<file path="config.mk">
export PLATFORM = sky130hd
export DESIGN_NAME = pwm_move_seq_flat
export DESIGN_NICKNAME = d
export VERILOG_FILES = /design/src/rtl/pwm_move_seq_if.sv /design/src/rtl/pwm_move_seq.sv /design/src/flat_wrapper.sv
export SDC_FILE = /design/constraint.sdc
export NUM_CORES = 1
export LEC_CHECK = 0
export CELL_PAD_IN_SITES_DETAIL_PLACEMENT = 1
export CELL_PAD_IN_SITES_GLOBAL_PLACEMENT = 2
export CORE_ASPECT_RATIO = 1.4
export CORE_MARGIN = 3
export CORE_UTILIZATION = 29
export DETAILED_ROUTE_END_ITERATION = 7
export PLACE_DENSITY_LB_ADDON = 0.1
export SLEW_MARGIN = 10
export SYNTH_ARGS = -nofsm -noshare
export SYNTH_HDL_FRONTEND = slang
export SYNTH_SLANG_ARGS = --single-unit
export TNS_END_PERCENT = 20
</file>
<file path="constraint.sdc">
create_clock -name clk -period 4 [get_ports clk]
set_input_delay 0.4 -clock clk [delete_from_list [all_inputs] [get_ports clk]]
set_output_delay 0.4 -clock clk [all_outputs]
set_load 0.02 [all_outputs]
</file>
<file path="src/rtl/pwm_move_seq_if.sv">
// Move-command handshake bundle between a command source and pwm_move_seq.
interface pwm_move_seq_if;
    logic        cmd_valid;
    logic        cmd_ready;
    logic [2:0]  cmd_ch;
    logic        cmd_dir;
    logic [15:0] cmd_steps;
    logic [31:0] cmd_period;
    logic [31:0] cmd_duty;

    modport master (
        output cmd_valid,
        output cmd_ch,
        output cmd_dir,
        output cmd_steps,
        output cmd_period,
        output cmd_duty,
        input  cmd_ready
    );

    modport slave (
        input  cmd_valid,
        input  cmd_ch,
        input  cmd_dir,
        input  cmd_steps,
        input  cmd_period,
        input  cmd_duty,
        output cmd_ready
    );
endinterface

</file>
<file path="src/rtl/pwm_move_seq.sv">
// Move sequencer: configures one channel of an 8-channel PWM generator,
// enables it, counts step pulses fed back on pwm_in, then settles and
// reports completion, abort or step timeout.
module pwm_move_seq #(
    parameter int unsigned SETTLE_CYC  = 1000,
    parameter int unsigned TIMEOUT_CYC = 2000000
) (
    input  logic           clk,
    input  logic           rst_n,
    pwm_move_seq_if.slave  cmd,
    input  logic           abort,
    input  logic [7:0]     pwm_in,
    output logic [7:0]     en,
    output logic [7:0]     dir,
    output logic [255:0]   period_o,
    output logic [255:0]   duty_o,
    output logic           busy,
    output logic           done,
    output logic           aborted,
    output logic           timeout_err,
    output logic [15:0]    steps_done
);

    localparam int unsigned CH_W   = 3;
    localparam int unsigned STEP_W = 16;
    localparam int unsigned CFG_W  = 32;
    localparam int unsigned CNT_W  = 32;
    localparam int unsigned NCH    = 8;

    // Last count value of each phase; a zero-cycle setting still takes one cycle.
    localparam int unsigned SETTLE_LAST = (SETTLE_CYC  == 0) ? 0 : SETTLE_CYC - 1;
    localparam int unsigned TMO_LAST    = (TIMEOUT_CYC == 0) ? 0 : TIMEOUT_CYC - 1;

    typedef enum logic [2:0] {
        S_IDLE,
        S_LOAD,
        S_RUN,
        S_SETTLE,
        S_DONE
    } state_t;

    state_t              state;
    state_t              next_state;

    logic                ready_q;
    logic [CH_W-1:0]     ch_q;
    logic [STEP_W-1:0]   steps_q;
    logic [CNT_W-1:0]    cnt_q;
    logic                hist_q;

    logic                accept_c;
    logic                step_edge_c;
    logic                last_step_c;
    logic                tmo_c;
    logic                end_abort_c;

    assign cmd.cmd_ready = ready_q;

    // State register.
    always_ff @(posedge clk) begin
        if (!rst_n) begin
            state <= S_IDLE;
        end else begin
            state <= next_state;
        end
    end

    // Next-state decode plus the per-cycle events that drive it.
    always_comb begin
        next_state  = state;
        accept_c    = (state == S_IDLE) && cmd.cmd_valid && ready_q;
        step_edge_c = (state == S_RUN) && pwm_in[ch_q] && !hist_q;
        last_step_c = step_edge_c && (STEP_W'(steps_done + STEP_W'(1)) == steps_q);
        tmo_c       = (state == S_RUN) && !step_edge_c && (cnt_q >= CNT_W'(TMO_LAST));
        end_abort_c = abort && ((state == S_LOAD) || (state == S_RUN) || (state == S_SETTLE));

        case (state)
            S_IDLE: begin
                if (accept_c) begin
                    next_state = S_LOAD;
                end
            end
            S_LOAD: begin
                if (end_abort_c || (steps_q == '0)) begin
                    next_state = S_DONE;
                end else begin
                    next_state = S_RUN;
                end
            end
            S_RUN: begin
                // Abort takes priority over a coincident final step.
                if (end_abort_c) begin
                    next_state = S_DONE;
                end else if (last_step_c) begin
                    next_state = S_SETTLE;
                end else if (tmo_c) begin
                    next_state = S_DONE;
                end
            end
            S_SETTLE: begin
                if (end_abort_c || (cnt_q >= CNT_W'(SETTLE_LAST))) begin
                    next_state = S_DONE;
                end
            end
            S_DONE: begin
                next_state = S_IDLE;
            end
            default: begin
                next_state = S_IDLE;
            end
        endcase
    end

    // Registered status outputs, decoded from the state being entered.
    always_ff @(posedge clk) begin
        if (!rst_n) begin
            ready_q <= 1'b0;
            busy    <= 1'b0;
            done    <= 1'b0;
            en      <= '0;
        end else begin
            ready_q <= (next_state == S_IDLE);
            busy    <= (next_state != S_IDLE);
            done    <= (next_state == S_DONE);
            en      <= (next_state == S_RUN) ? NCH'(8'd1 << ch_q) : '0;
        end
    end

    // Command capture and per-channel configuration slices.
    always_ff @(posedge clk) begin
        if (!rst_n) begin
            ch_q     <= '0;
            steps_q  <= '0;
            dir      <= '0;
            period_o <= '0;
            duty_o   <= '0;
        end else if (accept_c) begin
            ch_q                                     <= cmd.cmd_ch;
            steps_q                                  <= cmd.cmd_steps;
            dir[cmd.cmd_ch]                          <= cmd.cmd_dir;
            period_o[{cmd.cmd_ch, 5'd0} +: CFG_W]    <= cmd.cmd_period;
            duty_o[{cmd.cmd_ch, 5'd0} +: CFG_W]      <= cmd.cmd_duty;
        end
    end

    // Edge history, shared timeout/settle counter and step counter.
    always_ff @(posedge clk) begin
        if (!rst_n) begin
            hist_q     <= 1'b0;
            cnt_q      <= '0;
            steps_done <= '0;
        end else begin
            hist_q <= (state == S_RUN) ? pwm_in[ch_q] : 1'b0;

            if ((next_state != state) || step_edge_c) begin
                cnt_q <= '0;
            end else if ((state == S_RUN) || (state == S_SETTLE)) begin
                cnt_q <= cnt_q + CNT_W'(1);
            end

            if ((state == S_LOAD) && (next_state == S_RUN)) begin
                steps_done <= '0;
            end else if (step_edge_c && !end_abort_c) begin
                steps_done <= steps_done + STEP_W'(1);
            end
        end
    end

    // Completion status; cleared on accept, held through IDLE.
    always_ff @(posedge clk) begin
        if (!rst_n) begin
            aborted     <= 1'b0;
            timeout_err <= 1'b0;
        end else if (accept_c) begin
            aborted     <= 1'b0;
            timeout_err <= 1'b0;
        end else if (end_abort_c) begin
            aborted     <= 1'b1;
        end else if (tmo_c) begin
            aborted     <= 1'b1;
            timeout_err <= 1'b1;
        end
    end

endmodule

</file>
<file path="src/flat_wrapper.sv">
// flat-port wrapper written by rule: the top's interface ports become plain ports
module pwm_move_seq_flat 
#(
    parameter int unsigned SETTLE_CYC  = 1000,
    parameter int unsigned TIMEOUT_CYC = 2000000
)
  (clk, rst_n, abort, pwm_in, en, dir, period_o, duty_o, busy, done, aborted, timeout_err, steps_done, cmd_cmd_valid, cmd_cmd_ch, cmd_cmd_dir, cmd_cmd_steps, cmd_cmd_period, cmd_cmd_duty, cmd_cmd_ready);
  pwm_move_seq_if cmd_i ();
  input  logic clk;
  input  logic rst_n;
  input  logic abort;
  input  logic [7:0] pwm_in;
  output logic [7:0] en;
  output logic [7:0] dir;
  output logic [255:0] period_o;
  output logic [255:0] duty_o;
  output logic busy;
  output logic done;
  output logic aborted;
  output logic timeout_err;
  output logic [15:0] steps_done;
  input wire logic [$bits(cmd_i.cmd_valid)-1:0] cmd_cmd_valid;
  input wire logic [$bits(cmd_i.cmd_ch)-1:0] cmd_cmd_ch;
  input wire logic [$bits(cmd_i.cmd_dir)-1:0] cmd_cmd_dir;
  input wire logic [$bits(cmd_i.cmd_steps)-1:0] cmd_cmd_steps;
  input wire logic [$bits(cmd_i.cmd_period)-1:0] cmd_cmd_period;
  input wire logic [$bits(cmd_i.cmd_duty)-1:0] cmd_cmd_duty;
  output wire logic [$bits(cmd_i.cmd_ready)-1:0] cmd_cmd_ready;
  assign cmd_i.cmd_valid = cmd_cmd_valid;
  assign cmd_i.cmd_ch = cmd_cmd_ch;
  assign cmd_i.cmd_dir = cmd_cmd_dir;
  assign cmd_i.cmd_steps = cmd_cmd_steps;
  assign cmd_i.cmd_period = cmd_cmd_period;
  assign cmd_i.cmd_duty = cmd_cmd_duty;
  assign cmd_cmd_ready = cmd_i.cmd_ready;
  pwm_move_seq #(.SETTLE_CYC(SETTLE_CYC), .TIMEOUT_CYC(TIMEOUT_CYC)) u_core (.clk(clk), .rst_n(rst_n), .cmd(cmd_i), .abort(abort), .pwm_in(pwm_in), .en(en), .dir(dir), .period_o(period_o), .duty_o(duty_o), .busy(busy), .done(done), .aborted(aborted), .timeout_err(timeout_err), .steps_done(steps_done));
endmodule
</file>
# --- Word level (Yosys, flattened, before mapping) ---
# Cells that the tools add are included.
op_classes:
  bitwise: 2
  reduce_logical: 31
  eq_ne: 7
  mux: 16
  order_cmp: 5
  n_addsub: 3
  n_shift: 4
op_table:
  columns: ["operator", "count"]
  rows:
  - ["$bwmux 256", 2]
  - ["$shiftx 32x10->256", 2]
  - ["$shift 32x10->256 const A", 1]
  - ["$add 32x1->32 const B", 1]
  - ["$ge 32x10->1 const B", 1]
  - ["$ge 32x21->1 const B", 1]
  - ["$mux 3", 6]
  - ["$add 16x1->16 const B", 1]
  - ["$eq 16x16->1", 1]
  - ["$logic_not 16->1", 1]
  - ["$pmux 3 s4", 1]
  - ["$logic_and 1x1->1", 11]
  - ["$neg 8->10", 1]
  - ["$eq 3x2->1 const B", 3]
  - ["$bwmux 8", 1]
  - ["$lt 3x4->1 const B", 2]
  - ["$shl 1x3->8 const A", 1]
  - ["$logic_not 3->1", 2]
  - ["$logic_or 1x1->1", 6]
  - ["$reduce_and 2->1", 3]
  - ["$reduce_or 2->1", 3]
  - ["$mux 1", 4]
  - ["$bmux 1 s3", 1]
  - ["$demux 1 s3", 1]
  - ["other kinds (8)", 11]
word_totals:
  ff_bits: 604
  wordCells: 83
  out_inout_bits: 549
  inputBits: 96

# --- Logic depth before layout (Yosys ltp) ---
depth:
  ltp_word: 14
  mapped_depth: 11

# --- Worst setup path before layout ---
# Ideal clock, no wire load.
synth_timing:
  path_kind: "register to register"
  from: "register u_core.steps_done[2]"
  to: "register u_core.cnt_q[0]"
  t_required_ns: 3.867
  slack_ns: 1.179
  arrival_time_ns: 2.688
  setup_time_ns: 0.133
  path_stages_with_launch: 10
  path_cell_list: "dfxtp_1 -> buf_2 -> nand4_4 -> or4_4 -> or4_1 -> a211oi_1 -> nand4_1 -> o21ai_2 -> buf_6 -> a21oi_1"
synth_via:
  elab_chain_cells: 9
synth_lines:
  columns: ["element", "line", "source"]
  rows:
  - ["start: declaration", "pwm_move_seq.sv:21", "output logic [15:0] steps_done"]
  - ["start signal: assignment", "pwm_move_seq.sv:164", "steps_done <= steps_done + STEP_W'(1);"]
  - ["$add 16x1->16", "pwm_move_seq.sv:73", "last_step_c = step_edge_c && (STEP_W'(steps_done + STEP_W'(1)) == steps_q);"]
  - ["$eq 16x16->1", "pwm_move_seq.sv:73", null]
  - ["$logic_and 1x1->1", "pwm_move_seq.sv:73", null]
  - ["$mux 3", "pwm_move_seq.sv:94", "end else if (last_step_c) begin"]
  - ["$mux 3", "pwm_move_seq.sv:92", "if (end_abort_c) begin"]
  - ["$pmux 3 s4", "pwm_move_seq.sv:77", "case (state)"]
  - ["$ne 3x3->1", "pwm_move_seq.sv:155", "if ((next_state != state) || step_edge_c) begin"]
  - ["$logic_or 1x1->1", "pwm_move_seq.sv:155", null]
  - ["$reduce_or 2->1 (no source line)", null, null]
  - ["end signal: assignment", "pwm_move_seq.sv:158", "cnt_q <= cnt_q + CNT_W'(1);"]
  - ["end: declaration", "pwm_move_seq.sv:48", "logic [CNT_W-1:0] cnt_q;"]
# Every way passes these cells.
# A chain may end at the register's enable or synchronous reset.

# --- Worst setup path in the final report ---
layout_timing:
  from: "register u_core.steps_done[2]"
  to: "register u_core.cnt_q[1]"
# The elaborated chain is that of the path after synthesis.

==> flow_metrics.tcl <==
set metrics [dict create \
    synthArstFlopShare_pct 0 \
    tightest_slew_ns 1.064 \
    synth_cell_types 55 \
    fin_tns_setup_ns 0 \
    n_fill_cell 9289 \
    dp_slack_ns 0.7024 \
    r2r_start "u_core.steps_done[2]$_SDFFE_PP0P_" \
    grt_pass1_wl_mm 163.2 \
    maxCapViolCount 0 \
    r2r_setup_slack_ns 0.79 \
    clock_skew_ns 0.02239 \
    die_width_um 244.8 \
    syn_nets 3047 \
    fin_hold_ws_ns 0.3707 \
    grt.overflow.total 0 \
    crit_required_ns 4.43 \
    clk_path_buf_depth 3 \
    hp-class "in -> reg" \
    vias_per_cell 5.164 \
    cts_tree "built" \
    antenna_found_initial 1 \
    finalCritPeriodShare_pct 80.23 \
    r2r-end "u_core.cnt_q[1]$_SDFFE_PP0P_" \
    pwr_density_cell_nw_per_um2 407.3 \
    rsz0062_at_grt "false" \
    slowest_stage "or4_4" \
    cp_max_fo 32 \
    grt_pass1_vias 23941 \
    final_cell_area_um2 32370 \
    crit_type "reg -> reg" \
    ys_ff_latch 604 \
    rr_worst_depth 8 \
    diodes 0 \
    wl_per_cell_um 24.83 \
    gp_congestion 0.8314 \
    dp_hpwl_mm 75.83 \
    wl_mm 111.2 \
    slew_violations 0 \
    coreArea_um2 78420 \
    clkLatencyLatePin_ns 0.61 \
    drive_gt1_share_pct 4.803 \
    ant_nets 0 \
    cts_root_buf "clkbuf_16" \
    path_delay_family "simple AND/OR/NAND/NOR gates" \
    status "finished clean" \
    yosysSeqAreaShare_pct 52.25 \
    portBuffers 644 \
    nets 3492 \
    clkTransAtPathRegs_ns 0.06 \
    yosysWarnings 0 \
    p_leak_nw 10.46 \
    floorplan.initialDensity_pct 29.51 \
    startpoint_type "register" \
    syn_avg_cell_area_um2 7.861 \
    crit_buf_inv 1 \
    cts_hold_buf 0 \
    ios 645 \
    grtUsageTotal_pct 25.89 \
    end_kind "register" \
    hold_viol 0 \
    numCtsBuffers 67 \
    min_period_ns 3.209 \
    synth_edf_count 0 \
    die_area_um2 83280 \
    cts_setup_buffers 0 \
    htreeDepth 3 \
    synth_area_um2 23140 \
    critPathCapture "u_core.cnt_q[1]$_SDFFE_PP0P_" \
    drtPass1Iterations 5 \
    drtIter0Drc 979 \
    cp_num_cells 8 \
    ctsResizeCount 0 \
    placed_area_um2 30260 \
    cts.sinks 604 \
    grt_max_degree 209 \
    setup_violations 0 \
    max_clock_freq_ghz 0.3116 \
    cp.arrival_ns 3.64 \
    worst_slack_ns 0.7909 \
    cp_cell_sequence "nand4_4 > or4_4 > or4_1 > a211oi_1 > nand4_1 > o21ai_2 > buf_4 > a2111oi_0" \
    ir_worst_vdd_mv 0.2521 \
    vias 23133 \
    cp_slowest_stage_delay_ns 0.60 \
    areaGrowthSynthToFinish_pct 39.88 \
    drcViolationCount 0 \
    rows 121 \
    synthCells 2944 \
    die_height_um 340.3 \
    synth_ff_type "dfxtp_1" \
    slew_headroom_pct 29.09 \
    crit_start "u_core.steps_done[2]$_SDFFE_PP0P_" \
]
[per-layer routing]
layer / global-route usage [%] / share of wire (%)
met2: 44.35 / 48
met4: 9.970 / 3.9
met5: 0 / 0.015
met1: 29.78 / 40
met3: 8.597 / 8.3
[state kept, by name, indices dropped and copies added, names as in the netlist, 3 cells and up]
name,count
u_core.duty_o,256
u_core.period_o,256
u_core.cnt_q,32
u_core.steps_done,16
u_core.steps_q,16
u_core.dir,8
u_core.en,8
u_core.ch_q,3
u_core.state,3
[power breakdown]
part / switching [mW] / internal [mW] / total, mW
sequential: 0.0406 / 6.06 / 6.10
clock: 2.58 / 3.54 / 6.12
combinational: 0.712 / 0.260 / 0.972
total: 3.33 / 9.85 / 13.2
[worst reg2reg max path, stage by stage (launching register included)]
cell and delay [ns]:
dfxtp_1 0.59, nand4_4 0.19, or4_4 0.60, or4_1 0.49, a211oi_1 0.25, nand4_1 0.23, o21ai_2 0.18, buf_4 0.35
a2111oi_0 0.19
[cells in the final DEF, fill, tap and decap left out, types with 13 or more instances in the layout]
master / n
xor2_1: 29
mux2i_1: 14
clkbuf_8: 13
nor4_1: 13
nor2_1: 55
a21oi_1: 574
clkbuf_16: 69
nand3_1: 462
clkdlybuf4s50_1: 644
buf_4: 29
clkbuf_1: 19
nand2_1: 690
xnor2_1: 38
dfxtp_1: 604
nand4_1: 30
[cells in the mapped netlist (14+ instances only)]
cell,n,area [um2]
dfxtp_1,604,12090
clkbuf_1,280,1051
nand2_1,696,2613
nor2_1,59,221.5
mux2i_1,14,140.1
xor2_1,29,254.0
nand4_1,30,187.7
nand3_1,462,2312
xnor2_1,38,332.8
buf_1,21,78.83
a21oi_1,574,2873
[stage by stage]
step,power (mW),instances,util (%)
after floorplan,6.746,2944,-
after detailed placement,7.215,4365,38.59
after global placement,7.201,4365,38.59
final,13.19,4480,41.28
after global routing,13.70,4480,41.28
after CTS,13.38,4480,41.28
[worst min path at each step]
stage | slack, ns | end | start | depth (start not counted)
after CTS | 0.32 | u_core.steps_q[15]$_SDFFE_PN0P_ | cmd_cmd_steps[15] | 3
final | 0.37 | u_core.steps_q[15]$_SDFFE_PN0P_ | cmd_cmd_steps[15] | 3
after global routing | 0.36 | u_core.steps_q[9]$_SDFFE_PN0P_ | cmd_cmd_steps[9] | 3
after floorplan | 0.46 | u_core.steps_q[14]$_SDFFE_PN0P_ | u_core.steps_q[14]$_SDFFE_PN0P_ | 2
after detailed placement | 0.44 | u_core.period_o[153]$_SDFFE_PN0P_ | u_core.period_o[153]$_SDFFE_PN0P_ | 2
after global placement | 0.44 | u_core.duty_o[140]$_SDFFE_PN0P_ | u_core.duty_o[140]$_SDFFE_PN0P_ | 2
[cell type report]
class                      instances  area (um2)  share of cell area (%)
clock inverter                    14       131.4                  0.4058
inverter                          11       48.80                  0.1507
multi-input combinational       2020        9912                   30.62
clock buffer                     101        1977                   6.107
tap                             1045        1308                   4.039
timing repair buffer             685        6904                   21.33
sequential                       604       12090                   37.35
[logic make-up after synthesis]
family                   Yosys count  share of synthesized area [%]
XOR/XNOR                          67                          2.536
AND/OR/NAND/NOR                 1334                          25.63
AO/OA/AOI/OAI                    598                          13.26
buffers and inverters            320                          5.347
multiplexers                      14                         0.6055
flip-flops                       604                          52.25
adder cells (fa/ha/maj)            7                         0.3784
(Power assumes the default switching activity.)
